$ cat config.mk
export PLATFORM = sky130hd
export DESIGN_NAME = and_req_initiator
export DESIGN_NICKNAME = d
export VERILOG_FILES = /design/src/rtl/and_req_initiator.sv
export SDC_FILE = /design/constraint.sdc
export NUM_CORES = 1
export LEC_CHECK = 0
export ABC_AREA = 1
export CAP_MARGIN = 30
export CORE_ASPECT_RATIO = 1.4
export CORE_MARGIN = 3
export CORE_UTILIZATION = 35
export DETAILED_ROUTE_END_ITERATION = 6
export HOLD_SLACK_MARGIN = 0.12
export PLACE_DENSITY = 0.75
export SLEW_MARGIN = 40
export SYNTH_ARGS = -nofsm -noshare
export SYNTH_HDL_FRONTEND = slang
export SYNTH_SLANG_ARGS = --single-unit
$ cat constraint.sdc
create_clock -name clk -period 1.5 [get_ports clk]
set_clock_uncertainty 0.15 [all_clocks]
set_input_delay 0.15 -clock clk [delete_from_list [all_inputs] [get_ports clk]]
set_output_delay 0.15 -clock clk [all_outputs]
set_load 0.01 [all_outputs]
$ cat src/rtl/and_req_initiator.sv
// and_req_initiator: drives operand pairs into an 8-bit AND responder,
// waits LAT cycles after an enable toggle, then returns the sampled result.
// Ports: clk, rst (sync, active-high); in_valid/in_ready/in_a/in_b operand
// input; dut_enable/dut_a/dut_b/dut_out responder side; res_valid/res_ready/
// res_out/res_mismatch response; pass_cnt/fail_cnt counters; busy status.
// Optional macro AND_REQ_SELF_CHECK_EN adds the a&b check and counters.
module and_req_initiator #(
   parameter int WIDTH = 8,
   parameter int LAT   = 2,
   parameter int CNT_W = 16
) (
   input  logic             clk,
   input  logic             rst,
   input  logic             in_valid,
   output logic             in_ready,
   input  logic [WIDTH-1:0] in_a,
   input  logic [WIDTH-1:0] in_b,
   output logic             dut_enable,
   output logic [WIDTH-1:0] dut_a,
   output logic [WIDTH-1:0] dut_b,
   input  logic [WIDTH-1:0] dut_out,
   output logic             res_valid,
   input  logic             res_ready,
   output logic [WIDTH-1:0] res_out,
   output logic             res_mismatch,
   output logic [CNT_W-1:0] pass_cnt,
   output logic [CNT_W-1:0] fail_cnt,
   output logic             busy
);

   typedef enum logic [1:0] {IDLE, DRIVE, WAIT, RESP} state_t;

   localparam logic [3:0] LAT_M1 = 4'(LAT - 1);

   state_t           state_q;
   logic [3:0]       wait_q;
   logic             in_ready_q;
   logic             busy_q;
   logic             en_q;
   logic             res_valid_q;
   logic [WIDTH-1:0] a_q;
   logic [WIDTH-1:0] b_q;
   logic [WIDTH-1:0] res_q;
   logic             sample_d;

   // Result is captured on the edge where the wait counter has run out.
   assign sample_d = (state_q == WAIT) && (wait_q == 4'd0);

   always_ff @(posedge clk) begin
      if (rst) begin
         state_q     <= IDLE;
         wait_q      <= 4'd0;
         in_ready_q  <= 1'b1;
         busy_q      <= 1'b0;
         en_q        <= 1'b0;
         res_valid_q <= 1'b0;
         a_q         <= '0;
         b_q         <= '0;
         res_q       <= '0;
      end else begin
         unique case (state_q)
            IDLE: begin
               if (in_valid && in_ready_q) begin
                  a_q        <= in_a;
                  b_q        <= in_b;
                  in_ready_q <= 1'b0;
                  busy_q     <= 1'b1;
                  state_q    <= DRIVE;
               end
            end
            DRIVE: begin
               // Level toggle, not a pulse: the responder evaluates on change.
               en_q    <= ~en_q;
               wait_q  <= LAT_M1;
               state_q <= WAIT;
            end
            WAIT: begin
               if (sample_d) begin
                  res_q       <= dut_out;
                  res_valid_q <= 1'b1;
                  state_q     <= RESP;
               end else begin
                  wait_q <= wait_q - 4'd1;
               end
            end
            RESP: begin
               if (res_ready) begin
                  res_valid_q <= 1'b0;
                  in_ready_q  <= 1'b1;
                  busy_q      <= 1'b0;
                  state_q     <= IDLE;
               end
            end
            default: state_q <= IDLE;
         endcase
      end
   end

   assign in_ready   = in_ready_q;
   assign busy       = busy_q;
   assign dut_enable = en_q;
   assign dut_a      = a_q;
   assign dut_b      = b_q;
   assign res_valid  = res_valid_q;
   assign res_out    = res_q;

`ifdef AND_REQ_SELF_CHECK_EN
   localparam logic [CNT_W-1:0] CNT_MAX = '1;

   logic [WIDTH-1:0] exp_q;
   logic             mis_q;
   logic             mis_d;
   logic [CNT_W-1:0] pass_q;
   logic [CNT_W-1:0] fail_q;
   logic [CNT_W-1:0] pass_d;
   logic [CNT_W-1:0] fail_d;

   assign mis_d  = (dut_out != exp_q);
   // Counters stick at all-ones rather than wrapping.
   assign pass_d = (pass_q == CNT_MAX) ? pass_q : pass_q + CNT_W'(1);
   assign fail_d = (fail_q == CNT_MAX) ? fail_q : fail_q + CNT_W'(1);

   always_ff @(posedge clk) begin
      if (rst) begin
         exp_q  <= '0;
         mis_q  <= 1'b0;
         pass_q <= '0;
         fail_q <= '0;
      end else begin
         if (state_q == IDLE && in_valid && in_ready_q) begin
            exp_q <= in_a & in_b;
         end
         if (sample_d) begin
            mis_q <= mis_d;
            if (mis_d) fail_q <= fail_d;
            else       pass_q <= pass_d;
         end
      end
   end

   assign res_mismatch = mis_q;
   assign pass_cnt     = pass_q;
   assign fail_cnt     = fail_q;
`else
   assign res_mismatch = 1'b0;
   assign pass_cnt     = '0;
   assign fail_cnt     = '0;
`endif

endmodule

==> results of run 1 <==
-- per-stage QoR --
step | std cells | setup TNS [ns] | hold slack [ns] | area [um^2]
after floorplan | 246 | 0 | 0.143 | 1790
after global placement | 334 | -0.0164 | 0.301 | 2220
after detailed placement | 334 | -0.0838 | 0.303 | 2220
after CTS | 342 | 0 | 0.265 | 2310
after global routing | 342 | -0.0223 | 0.271 | 2370
final | 342 | 0 | 0.270 | 2370
-- state kept, by name, summed over array words and instances (netlist names) --
name,flops
dut_a,8
state_q,2
busy,1
dut_enable,1
res_out,8
in_ready,1
dut_b,8
res_valid,1
wait_q,4
-- how the worst max path moves through the flow --
stage | from | to | slack (ns)
3_5_place_dp | in_valid | dut_a[1] | -0.04
2_1_floorplan | state_q[0] | wait_q[3] | 0.02
3_3_place_gp | in_valid | dut_a[1] | -0.01
5_1_grt | state_q[1] | res_valid | -0.02
6_report | dut_b[3] | dut_b[3] | 0.04
4_1_cts | dut_enable | dut_enable | 0.007
-- worst register-to-register path: stages (launching register included) --
cell	delay [ns]
dfxtp_1	0.31
inv_1	0.09
ha_1	0.23
nand3_2	0.15
buf_4	0.19
nand2_4	0.06
nand2_1	0.06
a21oi_2	0.13
-- where the power goes --
| part | switching (uW) | leakage, uW | internal [uW] |
|---|---|---|---|
| combinational | 867 | 0.000817 | 793 |
| sequential | 144 | 0.000278 | 1130 |
| clock | 314 | 0.0000482 | 370 |
-- kinds of logic after synthesis --
group	after synthesis	share of synthesized area, %
AOI/OAI and AO/OA	32	10.2
xor gates and xnor gates	2	1.05
adders and majority gates	6	4.50
buffers and inverters	50	19.8
DFF	34	40.8
other	1	0.225
and+or+nand+nor	89	23.5
-- layer usage --
| metal | part of all wire, % | vias up |
|---|---|---|
| met2 | 52 | 63 |
| met3 | 8.1 | 6 |
| li1 | - | 743 |
| met1 | 39 | 641 |
| met4 | 1.8 | 0 |
| met5 | 0 | - |
-- placed cells by master, fill, tap and decap left out, types with 2 or more instances in the layout --
cell,Yosys,routed
dlygate4sd2_1,0,2
conb_1,1,33
inv_1,9,7
buf_4,33,9
a21oi_1,27,26
nor2_1,6,6
nand3_1,2,2
clkdlybuf4s50_1,0,43
clkbuf_8,0,6
nand4_1,3,3
ha_1,6,4
a21oi_2,2,3
nand2_1,68,68
nand3_2,2,2
ha_4,0,2
or2_1,2,2
o21ai_0,2,2
clkinv_2,0,2
inv_2,1,2
dfxtp_2,0,3
dfxtp_1,34,31
dlymetal6s2s_1,0,10
-- what timing repair did --
action                                  CTS  global route
endpoints found under the setup margin   16            31
endpoints found under the hold margin     0             0
gates resized for setup                   6            19
cloned                                    0             0
-- layout make-up --
class,instances,area share (%)
Inverter,11,1.90
Tap cell,62,3.28
Clock buffer,7,3.65
Multi-Input combinational cell,162,34.2
Timing Repair Buffer,65,27.9
Clock inverter,1,0.211
Sequential cell,34,28.9
==> impl_metrics.ini, run 1 <==
[run_status]
status = finished, final reports clean

[worst_setup_path]
crit_chain = clkdlybuf4s50_1
crit_fanout = 2
cp.depth = 1
regToRegEndpoint = wait_q[2]
cp_slowest_cell = clkdlybuf4s50_1
cpLargestDelayFamily = buffers and inverters
end_kind = primary output
cp_num_buf_inv = 1
start_kind = flop
r2r_cells = 7
arrival_ns = 1.16
cp_slowest_stage_delay_ns = 0.54
r2r-start = wait_q[0]
rrSetupSlack_ns = 0.07
worstSetupPathType = reg2out
crit_required_ns = 1.20

[logic_synthesis]
synth_top_area_share_pct = 40.8
ys_ff_latch = 34
syn_area_um2 = 1670
synthCells = 214
yosysSeqAreaShare_pct = 40.8
synth.area.top_cells = dfxtp_1 (41%), nand2_1 (15%), buf_4 (15%), a21oi_1 (8.1%), ha_1 (4.5%)
synth_ff_type = dfxtp_1
synth_top_cell_by_area = dfxtp_1
synth_edf_count = 0
yosysWarnings = 0
synth_cell_types = 28
synthTopCellsByCount = nand2_1 (68), dfxtp_1 (34), buf_4 (33)
synth_area_per_cell_um2 = 7.80
post-synth-top-count-cell = nand2_1
async_reset_ff_share_pct = 0

[global_routing]
grt_pass1_vias = 1335
grt_usage_pct = 13.4
grt_max_degree = 19
grt_antenna_before_repair = 0
grt_pass1_wl_mm = 5.87
top_usage_layer = met2
use_met2_pct = 25.8
grtUsageMet1_pct = 13.0
overflow = 0
grtUsageMet3_pct = 3.85

[min_path]
hold_end = dut_a[3]
hold_depth = 3
hold_class = in2reg
hp-start = in_a[3]

[route]
drt_iter0_drc = 51
drc = 0
vias = 1453
antenna_left = 0
dr.pass1.iters = 4
viasPerCell = 4.25
wl_mm = 3.75
wl_per_cell_um = 11.0

[final_layout]
final_nets = 313
area_delta_synth_final_pct = 41.9
utilization_pct = 51.8
drive_gt1_share_pct = 12.9
multiInputGateArea_um2 = 810
seqCellArea_um2 = 684
diodes = 0
num-fill-cells = 448

[floorplan]
ios = 89
coreArea_um2 = 4570
rows = 29
fp.dieArea_um2 = 5650
die_w_um = 64.4
start_util_pct = 36.5
die_h_um = 87.7

[job]
cap_violations = 0

[power_and_ir_drop]
p_leak_uw = 0.00114
pwr_density_cell_nw_per_um2 = 1530
power_uw = 3620
worst_ir_drop_vdd_mv = 0.777

[clock_tree]
cts_tree = done
clock_sinks = 34
clock_tree.root_cell = clkbuf_8
cts_buffers = 5
worstSkewPairLatency_ns = 0.29
ctsHoldBuffers = 0
htree_levels = 2
clock_path_buffers = 2
post-cts-setup-buffers = 0
clk_pin_slew_worst_paths_ns = 0.07

[placement]
io_buffers = 55
detailed_place_hpwl_mm = 2.90
routabilityCongestion = 0.895
dp_slack_ns = -0.0398

[sta]
final-hold-violation-count = 0
post-route-period-util_pct = 97.5
fmax_mhz = 684
finalMaxSlewViolations = 0
fin_crit_ns = 1.46
finalSetupViolCount = 0
finalWorstSetupSlack_ns = 0.0375
No activity file was read; power rests on OpenSTA's default activity.
==> run 2, diff against run 1 <==
PLACE_DENSITY = not set   (was 0.75)
PLACE_DENSITY_LB_ADDON = 0.05   (was not set)
==> run 2 against run 1 <==
Net effect:
- cell count unchanged
- combinational power decreased by 2%
- non-clock buffer count unchanged
- sequential power about the same
- die area unchanged
- routed wire length decreased by 0.19%
- final area decreased by 0.63%
- utilization decreased by 0.33 points
- global-route usage increased by 0.21 points
- critical path depth unchanged
- flip-flop and latch count unchanged
- fmax increased by 0.40%
==> impl_metrics.ini, run 2 (synthesis results as in run 1) <==
[route]
wl_per_cell_um = 10.9
vias = 1403
viasPerCell = 4.10
dr.pass1.iters = 4
wl_mm = 3.74
drt_iter0_drc = 33
drc = 0
antenna_left = 0

[worst_setup_path]
worstSetupPathType = reg2out
cp_slowest_stage_delay_ns = 0.56
cp_slowest_cell = clkdlybuf4s50_1
regToRegEndpoint = in_ready
arrival_ns = 1.16
crit_fanout = 2
end_kind = primary output
r2r_cells = 7
crit_required_ns = 1.20
cpLargestDelayFamily = buffers and inverters
crit_chain = clkdlybuf4s50_1
start_kind = flop
r2r-start = state_q[0]
rrSetupSlack_ns = 0.10
cp_num_buf_inv = 1

[clock_tree]
ctsHoldBuffers = 0
htree_levels = 2
clk_pin_slew_worst_paths_ns = 0.07
clock_sinks = 34
clock_tree.root_cell = clkbuf_8
worstSkewPairLatency_ns = 0.28
cts_buffers = 5
cts_tree = done
clock_path_buffers = 2

[sta]
hold_ws_ns = 0.278
rsz0062_at_grt = true
final-hold-violation-count = 0
fin_crit_ns = 1.46
fin_tns_setup_ns = 0
fmax_mhz = 686
finalSetupViolCount = 0
finalMaxSlewViolations = 0
post-route-period-util_pct = 97.1

[global_routing]
grt_antenna_before_repair = 0
grt_usage_pct = 13.6
grt_pass1_vias = 1305
overflow = 0
grt_max_degree = 22
grt_pass1_wl_mm = 5.98

[placement]
io_buffers = 55
detailed_place_hpwl_mm = 2.91
routabilityCongestion = 0.752

[run_status]
status = finished, final reports clean

[power_and_ir_drop]
clkPwrFrac_pct = 19.2
internal-power_uw = 2270
pwr_density_cell_nw_per_um2 = 1510
switching_power_uw = 1290
comb_power_share_pct = 45.7
switching_share_pct = 36.3
worst_ir_drop_vdd_mv = 0.778
p_leak_uw = 0.00118
p_seq_share_pct = 35.2

[floorplan]
start_util_pct = 36.5
ios = 89
coreArea_um2 = 4570
die_h_um = 87.7
rows = 29
fp.dieArea_um2 = 5650
die_w_um = 64.4

[final_layout]
final_nets = 313
utilization_pct = 51.5
area_delta_synth_final_pct = 41.0
final_common_cell = nand2_1
diodes = 0
final_cell_mix = nand2_1 (68), clkdlybuf4s50_1 (41), conb_1 (33), dfxtp_1 (33), a21oi_1 (27)
drive_gt1_share_pct = 12.1

[min_path]
hold_end = dut_b[1]
hold_class = in2reg
hp-start = in_b[1]
hold_depth = 3

[job]
cap_violations = 0
==> run 2: worst max-delay path by stage <==
stage	start	to	slack [ns]	cells past startpoint
floorplan	state_q[0]	wait_q[3]	0.02	7
detailed placement	state_q[0]	state_q[1]	-0.004	7
global placement	state_q[0]	state_q[1]	-0.02	7
finish	dut_b[0]	dut_b[0]	0.04	1
global route	state_q[1]	in_ready	-0.02	7
CTS	dut_enable	dut_enable	0.0006	1
==> run 2: layout make-up <==
| type | instances | area (um^2) |
|---|---|---|
| Inverter | 11 | 47.5 |
| Multi-Input combinational cell | 162 | 798 |
| Clock buffer | 7 | 86.3 |
| Sequential cell | 34 | 682 |
| Tap cell | 62 | 77.6 |
| Clock inverter | 1 | 5.00 |
| Timing Repair Buffer | 65 | 657 |
| Fill cell | 490 | 2220 |
==> run 2: tightest hold or removal path, delay by kind of cell <==
family | cells | cell delay [ns]
AOI/OAI and AO/OA | 1 | 0.05
buffers and inverters | 1 | 0.39
and+or+nand+nor | 1 | 0.06
==> run 2: per-stage QoR <==
| step | total power, uW | area [um^2] | setup WS, ns | cells |
|---|---|---|---|---|
| final | 3560 | 2350 | 0.0433 | 342 |
| after global routing | 3880 | 2350 | -0.0212 | 342 |
| after CTS | 3600 | 2300 | 0.000644 | 342 |
| after detailed placement | 2880 | 2200 | -0.00371 | 334 |
| after global placement | 2880 | 2200 | -0.0190 | 334 |
| after floorplan | 2290 | 1790 | 0.0185 | 246 |
==> run 2: routing by layer <==
layer  track usage, %  part of all wire (%)
met1             14.8                    40
met3             3.98                   6.3
met5                0                     0
met4             5.77                   1.3
met2             24.4                    53
==> run 2: repair_timing <==
item	CTS	global route
resized for setup	4	21
setup endpoints to repair	7	45
buffers inserted	0	0
==> run 2: power groups by stage <==
stage,Sequential [uW],Combinational (uW),Clock (uW)
after floorplan,1340,954,0
after global placement,1270,1610,0
after detailed placement,1270,1610,0
after CTS,1260,1630,713
after global routing,1280,1830,764
final,1250,1620,682
